$ cat src/rtl/mem_arb_pkg.sv
// Shared definitions for the two-requester memory arbiter.
//   ARB_REQ_COUNT : number of requesters served by mem_arbiter
//   ARB_CNT_W     : width of the read-latency down-counter
//   arb_state_t   : sequencer state encoding
package mem_arb_pkg;

  localparam int ARB_REQ_COUNT = 2;
  localparam int ARB_CNT_W     = 2;

  typedef logic [ARB_CNT_W-1:0] arb_cnt_t;

  typedef enum logic [1:0] {
    ARB_IDLE,
    ARB_ISSUE,
    ARB_WAIT,
    ARB_RESP
  } arb_state_t;

endpackage

$ cat src/rtl/rr_pick2.sv
// Combinational round-robin pick between two requesters.
//   req  : request vector
//   last : index of the requester granted most recently
//   win  : index of the chosen requester (valid when any = 1)
//   any  : at least one request is pending
module rr_pick2 (
  input  logic [1:0] req,
  input  logic       last,
  output logic       win,
  output logic       any
);

  assign any = |req;
  // On a tie the requester that was not served last goes first; otherwise
  // the single active requester wins (req[1] is its index).
  assign win = (req == 2'b11) ? ~last : req[1];

endmodule

$ cat src/rtl/mem_arbiter.sv
// Arbiter and sequencer for the shared 16-bit memory bus.
// Serialises two requesters with round-robin fairness, drives one-cycle
// memory strobes and returns read data after RD_LATENCY cycles.
//   clk, rst          : clock, asynchronous active-high reset
//   req, we           : per-requester request and write flag
//   addr, wdata       : per-requester address and write data
//   gnt               : one-cycle accept pulse, strobe on the bus that cycle
//   rvalid, rdata     : one-cycle read-return pulse and shared read data
//   mem_read/mem_write: memory strobes
//   mem_addr/mem_d_in : memory address and write data (zero when idle)
//   mem_d_out         : memory read data
module mem_arbiter
  import mem_arb_pkg::*;
#(
  // Cycles from the cycle after the read strobe to valid mem_d_out (1..3).
  parameter int unsigned RD_LATENCY = 1
) (
  input  logic        clk,
  input  logic        rst,
  input  logic [1:0]  req,
  input  logic [1:0]  we,
  input  logic [15:0] addr  [0:ARB_REQ_COUNT-1],
  input  logic [15:0] wdata [0:ARB_REQ_COUNT-1],
  output logic [1:0]  gnt,
  output logic [1:0]  rvalid,
  output logic [15:0] rdata,
  output logic        mem_read,
  output logic        mem_write,
  output logic [15:0] mem_addr,
  output logic [15:0] mem_d_in,
  input  logic [15:0] mem_d_out
);

  localparam arb_cnt_t LAT_CNT = arb_cnt_t'(RD_LATENCY);

  arb_state_t  state_q, state_d;
  logic        last_q, last_d;
  logic        owner_q, owner_d;
  arb_cnt_t    cnt_q, cnt_d;
  logic [1:0]  gnt_q, gnt_d;
  logic [1:0]  rvalid_q, rvalid_d;
  logic [15:0] rdata_q, rdata_d;
  logic        mem_read_q, mem_read_d;
  logic        mem_write_q, mem_write_d;
  logic [15:0] mem_addr_q, mem_addr_d;
  logic [15:0] mem_d_in_q, mem_d_in_d;

  logic win;
  logic any;

  rr_pick2 u_pick (
    .req  (req),
    .last (last_q),
    .win  (win),
    .any  (any)
  );

  always_comb begin
    // NOTE: every signal gets a default first so no path through the case
    // leaves it unassigned, which would otherwise infer a latch.
    state_d     = state_q;
    last_d      = last_q;
    owner_d     = owner_q;
    cnt_d       = cnt_q;
    gnt_d       = '0;
    rvalid_d    = '0;
    rdata_d     = rdata_q;
    mem_read_d  = 1'b0;
    mem_write_d = 1'b0;
    mem_addr_d  = '0;
    mem_d_in_d  = '0;

    unique case (state_q)
      ARB_IDLE: begin
        if (any) begin
          // Load the winner's access into the bus registers so the strobe,
          // address and data all appear together in the ISSUE cycle.
          owner_d     = win;
          last_d      = win;
          gnt_d       = win ? 2'b10 : 2'b01;
          mem_write_d = we[win];
          mem_read_d  = ~we[win];
          mem_addr_d  = addr[win];
          mem_d_in_d  = wdata[win];
          state_d     = ARB_ISSUE;
        end
      end
      ARB_ISSUE: begin
        if (mem_write_q) begin
          state_d = ARB_IDLE;
        end else begin
          cnt_d   = LAT_CNT;
          state_d = ARB_WAIT;
        end
      end
      ARB_WAIT: begin
        // Count reaching one marks the cycle in which mem_d_out is valid.
        if (cnt_q <= arb_cnt_t'(1)) begin
          rdata_d  = mem_d_out;
          rvalid_d = owner_q ? 2'b10 : 2'b01;
          cnt_d    = '0;
          state_d  = ARB_RESP;
        end else begin
          cnt_d = cnt_q - arb_cnt_t'(1);
        end
      end
      ARB_RESP: begin
        state_d = ARB_IDLE;
      end
      default: begin
        state_d = ARB_IDLE;
      end
    endcase
  end

  // NOTE: sequential state uses non-blocking assignments so every register
  // samples its pre-edge value regardless of statement order.
  always_ff @(posedge clk or posedge rst) begin
    if (rst) begin
      state_q     <= ARB_IDLE;
      last_q      <= 1'b1;
      owner_q     <= 1'b0;
      cnt_q       <= '0;
      gnt_q       <= '0;
      rvalid_q    <= '0;
      rdata_q     <= '0;
      mem_read_q  <= 1'b0;
      mem_write_q <= 1'b0;
      mem_addr_q  <= '0;
      mem_d_in_q  <= '0;
    end else begin
      state_q     <= state_d;
      last_q      <= last_d;
      owner_q     <= owner_d;
      cnt_q       <= cnt_d;
      gnt_q       <= gnt_d;
      rvalid_q    <= rvalid_d;
      rdata_q     <= rdata_d;
      mem_read_q  <= mem_read_d;
      mem_write_q <= mem_write_d;
      mem_addr_q  <= mem_addr_d;
      mem_d_in_q  <= mem_d_in_d;
    end
  end

  assign gnt       = gnt_q;
  assign rvalid    = rvalid_q;
  assign rdata     = rdata_q;
  assign mem_read  = mem_read_q;
  assign mem_write = mem_write_q;
  assign mem_addr  = mem_addr_q;
  assign mem_d_in  = mem_d_in_q;

endmodule

$ cat config.mk
export PLATFORM = sky130hd
export DESIGN_NAME = mem_arbiter
export DESIGN_NICKNAME = d
export VERILOG_FILES = /design/src/rtl/mem_arb_pkg.sv /design/src/rtl/rr_pick2.sv /design/src/rtl/mem_arbiter.sv
export SDC_FILE = /design/constraint.sdc
export NUM_CORES = 1
export LEC_CHECK = 0
export CORE_ASPECT_RATIO = 0.6
export CORE_UTILIZATION = 36
export DETAILED_ROUTE_END_ITERATION = 10
export PLACE_DENSITY = 0.9
export SYNTH_ARGS = -nofsm -noshare
export SYNTH_HDL_FRONTEND = slang
export SYNTH_SLANG_ARGS = --single-unit
$ cat constraint.sdc
create_clock -name clk -period 2.05 [get_ports clk]
set_input_delay 0.41 -clock clk [delete_from_list [all_inputs] [get_ports clk]]
set_output_delay 0.41 -clock clk [all_outputs]
set_load 0.005 [all_outputs]
==> impl_metrics.json, run 1 <==
{
  "status": "finished, final reports clean",
  "fin_crit_sh": 0.775,
  "grtUsageTotal": 0.188,
  "gp_congestion": 0.756,
  "cp.arrival_ns": 1.18,
  "rsz0062_at_grt": "false",
  "internal_power_mw": 3.30,
  "dr.pass1.iters": 4,
  "yosysMostFrequentCell": "dfrtp_1",
  "syn-mean-instance-area_um2": 15.7,
  "worstSetupPathType": "flop to primary output",
  "dieArea_um2": 6570,
  "hp-class": "flop to flop",
  "crit_path_cell_trace": "clkdlybuf4s50_1",
  "place_area_um2": 3680,
  "crit_buf_inv": 1,
  "report.final.setup_viol": 0,
  "max-cap-violations": 0,
  "timing.final.ws_setup_ns": 0.462,
  "yosysTopAreaCellShare": 0.657,
  "vias_per_cell": 4.57,
  "diodes": 0,
  "start_kind": "flop",
  "overflow": 0,
  "drt.antenna.violating_nets": 0,
  "dp_cells": 355,
  "finalClockSkew_ns": 0.00638,
  "synth_cell_types": 25,
  "portBuffers": 139,
  "clkTransAtPathRegs_ns": 0.06,
  "r2r_slack_ns": 0.51,
  "critPathTopFamily": "buffers and inverters",
  "cts_root_buffer": "clkbuf_8",
  "cts_inserted_buffers": 9,
  "route.detailed.drc": 0,
  "drive_gt1_frac": 0.134,
  "p_leak_nw": 1.67,
  "sw_frac_of_total": 0.268,
  "drtIter0Drc": 22,
  "clockBufferDepth": 2,
  "coreArea_um2": 5780,
  "worst_pin_slew_ns": 0.550,
  "synthTopCellsByArea": "dfrtp_1, a22o_1, mux2_2",
  "postCtsSetupRepairBufs": 0,
  "rows": 21,
  "slew_violations": 0,
  "seqPwrFrac": 0.400,
  "r2r_cells": 4,
  "cts_resized": 0,
  "holdWs_ns": 0.449,
  "fmax_mhz": 630,
  "synth_common_cells": "dfrtp_1, a22o_1, mux2_2",
  "grt_pass1_wl_um": 9360,
  "yosysTopAreaCell": "dfrtp_1",
  "min_period_ns": 1.59,
  "hp-start": "owner_q$_DFFE_PP0P_",
  "fin_setup_tns_ns": 0,
  "htreeDepth": 3,
  "cpPeakStageDelay_ns": 0.50,
  "synth_edf_count": 0,
  "p_comb_frac": 0.401,
  "seq_area_frac_synth": 0.669,
  "area_growth_syn_to_layout_pct": 71.2,
  "rr_endpoint": "mem_addr[2]$_DFF_PP0_",
  "min_path_cells": 1,
  "yosys_warnings": 0,
  "grt_pass1_vias": 1848,
  "whs_endpoint": "rvalid[0]$_DFF_PP0_",
  "drt_wl_total_um": 5630,
  "stdcell_area_um2": 3840,
  "hold_viol_final": 0,
  "initial_utilization": 0.389,
  "synthesis.nets": 229,
  "endpoint_kind": "primary output",
  "dp_hpwl_um": 4200,
  "wl_per_cell_um": 15.2,
  "cts_tree": "built",
  "worstSkewPairLatency_ns": 0.32,
  "vias": 1692,
  "synth_area_um2": 2250,
  "nFillCells": 452,
  "ys_async_sr_fraction": 1.00,
  "worstPathMaxFanout": 2,
  "worstReg2RegStart": "last_q$_DFFE_PP1P_",
  "final_cells": 370,
  "fp.dieH_um": 63.2,
  "power.share.clock": 0.200,
  "dieWidth_um": 104,
  "synth_cells": 143,
  "postCtsHoldBufs": 0,
  "numClockSinks": 60,
  "layout.nets": 372,
  "yosys_most_used_dff": "dfrtp_1",
  "switching_power_mw": 1.21,
  "peakVddDrop_mv": 0.667,
  "cellPowerDensity_nw_per_um2": 1170,
  "pre_cts_ws_ns": 0.189,
  "ios": 140,
  "critPathSlowestCell": "clkdlybuf4s50_1",
  "ys_ff_latch": 60,
  "grt_max_degree": 61,
  "cp.required_ns": 1.64,
  "antenna_found_initial": 0,
  "max_slew_margin": 0.629
}
-- flip-flops by register name, summed over array words and instances, names as in the netlist, named ones only --
signal and flops:
mem_read 1, rvalid 2, mem_d_in 16, mem_addr 16, owner_q 1, state_q 1
last_q 1, cnt_q 2, gnt 2, rdata 16, mem_write 1
-- worst max-delay path by stage --
stage | startpoint | end | slack [ns] | depth (start not counted)
2_1_floorplan | rst | asynchronous set/reset pin | 0.16 | 1
3_3_place_gp | req[1] | mem_addr[13]$_DFF_PP0_ | 0.23 | 5
3_5_place_dp | req[1] | mem_d_in[0]$_DFF_PP0_ | 0.19 | 5
4_1_cts | rdata[3]$_DFFE_PP0P_ | rdata[3] | 0.43 | 1
5_1_grt | rdata[3]$_DFFE_PP0P_ | rdata[3] | 0.39 | 1
6_report | rdata[5]$_DFFE_PP0P_ | rdata[5] | 0.46 | 1
-- power by group through the flow --
stage	clock, mW	sequential [mW]	combinational, mW
after floorplan	0	1.85	0.800
after CTS	0.924	1.81	1.83
after detailed placement	0	1.82	1.83
final	0.901	1.80	1.81
after global routing	1.01	1.86	1.95
after global placement	0	1.81	1.78
-- per-layer routing --
metal	routed length [um]	track usage	up-vias	share of wire
met5	0	0	-	0
met4	28	0.0589	0	0.0050
met3	424	0.0735	2	0.075
met2	2630	0.305	78	0.47
met1	2550	0.233	807	0.45
li1	-	-	805	-
-- per-stage QoR --
step	power, mW	utilization
final	4.51	0.665
after global routing	4.81	0.665
after CTS	4.56	0.665
after detailed placement	3.65	0.636
after global placement	3.58	0.636
after floorplan	2.65	-
-- cells in the final DEF, fill, tap and decap left out, types with 2 or more instances in the layout --
cell,netlist,routed
a21oi_1,2,2
a22o_1,32,32
buf_12,0,2
clkbuf_1,0,2
clkbuf_8,0,11
clkdlybuf4s50_1,0,139
clkinv_2,0,2
dfrtp_1,59,59
mux2_2,16,16
nand2b_1,2,2
nor2_1,3,3
o21ai_0,2,2
-- worst register-to-register path, delay by kind of cell, from the launching register on --
family | cells | cell delay [ns]
AND/OR/NAND/NOR | 2 | 0.52
AO/OA/AOI/OAI | 1 | 0.16
buffers and inverters | 1 | 0.24
flip-flops | 1 | 0.55
-- cells by family after synthesis --
family                 share of synthesized area
buffers and inverters                     0.0485
AND/OR/NAND/NOR                           0.0513
flip-flops                                 0.669
AO/OA/AOI/OAI                              0.147
multiplexers                              0.0847
-- area by class of cell --
class | instances | area, um^2 | area share
clock inverters | 2 | 10.0 | 0.00260
clock buffers | 13 | 159 | 0.0413
inverters | 2 | 7.51 | 0.00195
well taps | 80 | 100 | 0.0260
repair buffers | 141 | 1430 | 0.372
flip-flops and latches | 60 | 1500 | 0.391
multi-input cells | 72 | 634 | 0.165
(Power assumes the default switching activity.)
==> run 2: changes to the inputs <==
- clock period: 2.05 -> 1.6 ns (I/O delays scaled with it)
==> run 2 against run 1 <==
- first-iteration DRC count increased by 110%
- combinational power increased by 31%
- sequential power is 28% higher
- setup slack worse by 0.38 ns
- non-clock buffer count grew 6
- sequential share of layout area decreased by 0.30 points
- worst hold slack worse by 0.013 ns
- clock power increased by 21%
- final cell count rose by 1.6%
- largest power group unchanged
==> impl_metrics.json, run 2 (synthesized netlist as in run 1, its figures left out) <==
{
  "status": "finished, final reports clean",
  "area_growth_syn_to_layout_pct": 72.5,
  "endpoint_kind": "primary output",
  "dieWidth_um": 104,
  "fmax_mhz": 659,
  "ios": 140,
  "drive_gt1_frac": 0.149,
  "slew_violations": 0,
  "gp_congestion": 0.754,
  "drt.antenna.violating_nets": 0,
  "grt_max_degree": 61,
  "numClockSinks": 60,
  "dieArea_um2": 6570,
  "cts_root_buffer": "clkbuf_8",
  "max_slew_margin": 0.789,
  "met2_usage": 0.329,
  "final_cell_mix": "clkdlybuf4s50_1, dfrtp_1, a22o_1, mux2_2, clkbuf_8",
  "cts_tree": "built",
  "htreeDepth": 3,
  "cp.required_ns": 1.28,
  "vias_per_cell": 4.65,
  "drtIter0Drc": 47,
  "use_met1": 0.219,
  "report.final.setup_viol": 0,
  "grt_pass1_vias": 1928,
  "postCtsSetupRepairBufs": 0,
  "min_period_ns": 1.52,
  "fp.dieH_um": 63.2,
  "cts_inserted_buffers": 9,
  "p_leak_nw": 1.69,
  "wl_per_cell_um": 15.5,
  "hold_viol_final": 0,
  "worstSetupPathType": "flop to primary output",
  "multi_input_area_um2": 634,
  "coreArea_um2": 5780,
  "worstSkewPairLatency_ns": 0.32,
  "portBuffers": 139,
  "route.detailed.drc": 0,
  "finalClockSkew_ns": 0.00579,
  "holdWs_ns": 0.436,
  "worst_pin_slew_ns": 0.317,
  "clockBufferDepth": 2,
  "max-cap-violations": 0,
  "layout.nets": 378,
  "seq_area_um2": 1500,
  "power.share.clock": 0.188,
  "layout_commonest_cell": "clkdlybuf4s50_1",
  "internal_power_mw": 4.19,
  "rsz0062_at_grt": "false",
  "clkTransAtPathRegs_ns": 0.07,
  "crit_buf_inv": 1,
  "stdcell_area_um2": 3870,
  "hp-class": "input port to asynchronous set/reset pin",
  "initial_utilization": 0.389,
  "seqPwrFrac": 0.400,
  "cts_resized": 0,
  "overflow": 0,
  "sw_frac_of_total": 0.276,
  "dr.pass1.iters": 4,
  "critPathSlowestCell": "clkdlybuf4s50_1",
  "vias": 1748,
  "rows": 21,
  "dp_hpwl_um": 4370,
  "drt_wl_total_um": 5830,
  "p_comb_frac": 0.412,
  "antenna_found_initial": 0,
  "place_area_um2": 3720,
  "switching_power_mw": 1.59,
  "grt_pass1_wl_um": 9420,
  "met3_usage": 0.0673,
  "top_usage_layer": "met2",
  "postCtsHoldBufs": 0,
  "grtUsageTotal": 0.190,
  "worstReg2RegStart": "state_q[0]$_DFFE_PP0P_",
  "fin_crit_sh": 0.948,
  "start_kind": "flop",
  "cpPeakStageDelay_ns": 0.52,
  "nFillCells": 444,
  "diodes": 0,
  "critPathLaunch": "rdata[15]$_DFFE_PP0P_",
  "cellPowerDensity_nw_per_um2": 1490,
  "cp.arrival_ns": 1.20,
  "critPathTopFamily": "buffers and inverters",
  "worstPathMaxFanout": 2,
  "crit_path_cell_trace": "clkdlybuf4s50_1",
  "peakVddDrop_mv": 0.706
}
[run 2: routing by layer]
layer	wire length, um	part of all wire
met1	2480	0.43
met2	2890	0.50
met3	406	0.070
met4	53	0.0091
met5	0	0
[run 2: final timing paths]
check,slack (ns),cells past startpoint,to
setup / recovery,0.08,1,rdata[15]
hold / removal,0.44,3,mem_addr[3]$_DFF_PP0_
setup reg to reg,0.21,3,rdata[12]$_DFFE_PP0P_
hold reg to reg,0.47,1,rvalid[0]$_DFF_PP0_
max in group asynchronous,0.85,3,last_q$_DFFE_PP1P_
min in group clk,0.47,1,rvalid[0]$_DFF_PP0_
[run 2: cell type report]
class / count / share of cell area
Sequential cell: 60 / 0.388
Multi-Input combinational cell: 72 / 0.164
Clock inverter: 3 / 0.00387
Tap cell: 80 / 0.0258
Inverter: 2 / 0.00291
Clock buffer: 12 / 0.0349
Timing Repair Buffer: 147 / 0.381
[run 2: worst register-to-register path, stage by stage (launching register included)]
cell      delay, ns
dfrtp_1        0.42
nand2b_4       0.20
nor2_8         0.26
mux2_2         0.39
[run 2: per-stage QoR]
stage	TNS, ns	setup slack, ns	power, mW	instances	utilization
global placement	-0.000943	-0.000943	4.65	361	0.644
CTS	0	0.0556	5.87	376	0.670
finish	0	0.0826	5.78	376	0.670
global route	0	0.0296	6.14	376	0.670
detailed placement	-1.15	-0.0619	4.76	361	0.644
floorplan	0	0.297	3.40	143	-
[run 2: power by group through the flow]
| stage | Sequential [mW] | Clock (mW) | Combinational (mW) |
|---|---|---|---|
| after CTS | 2.32 | 1.12 | 2.42 |
| final | 2.31 | 1.09 | 2.38 |
| after global placement | 2.31 | 0 | 2.34 |
| after global routing | 2.39 | 1.19 | 2.56 |
| after detailed placement | 2.35 | 0 | 2.42 |
| after floorplan | 2.37 | 0 | 1.03 |
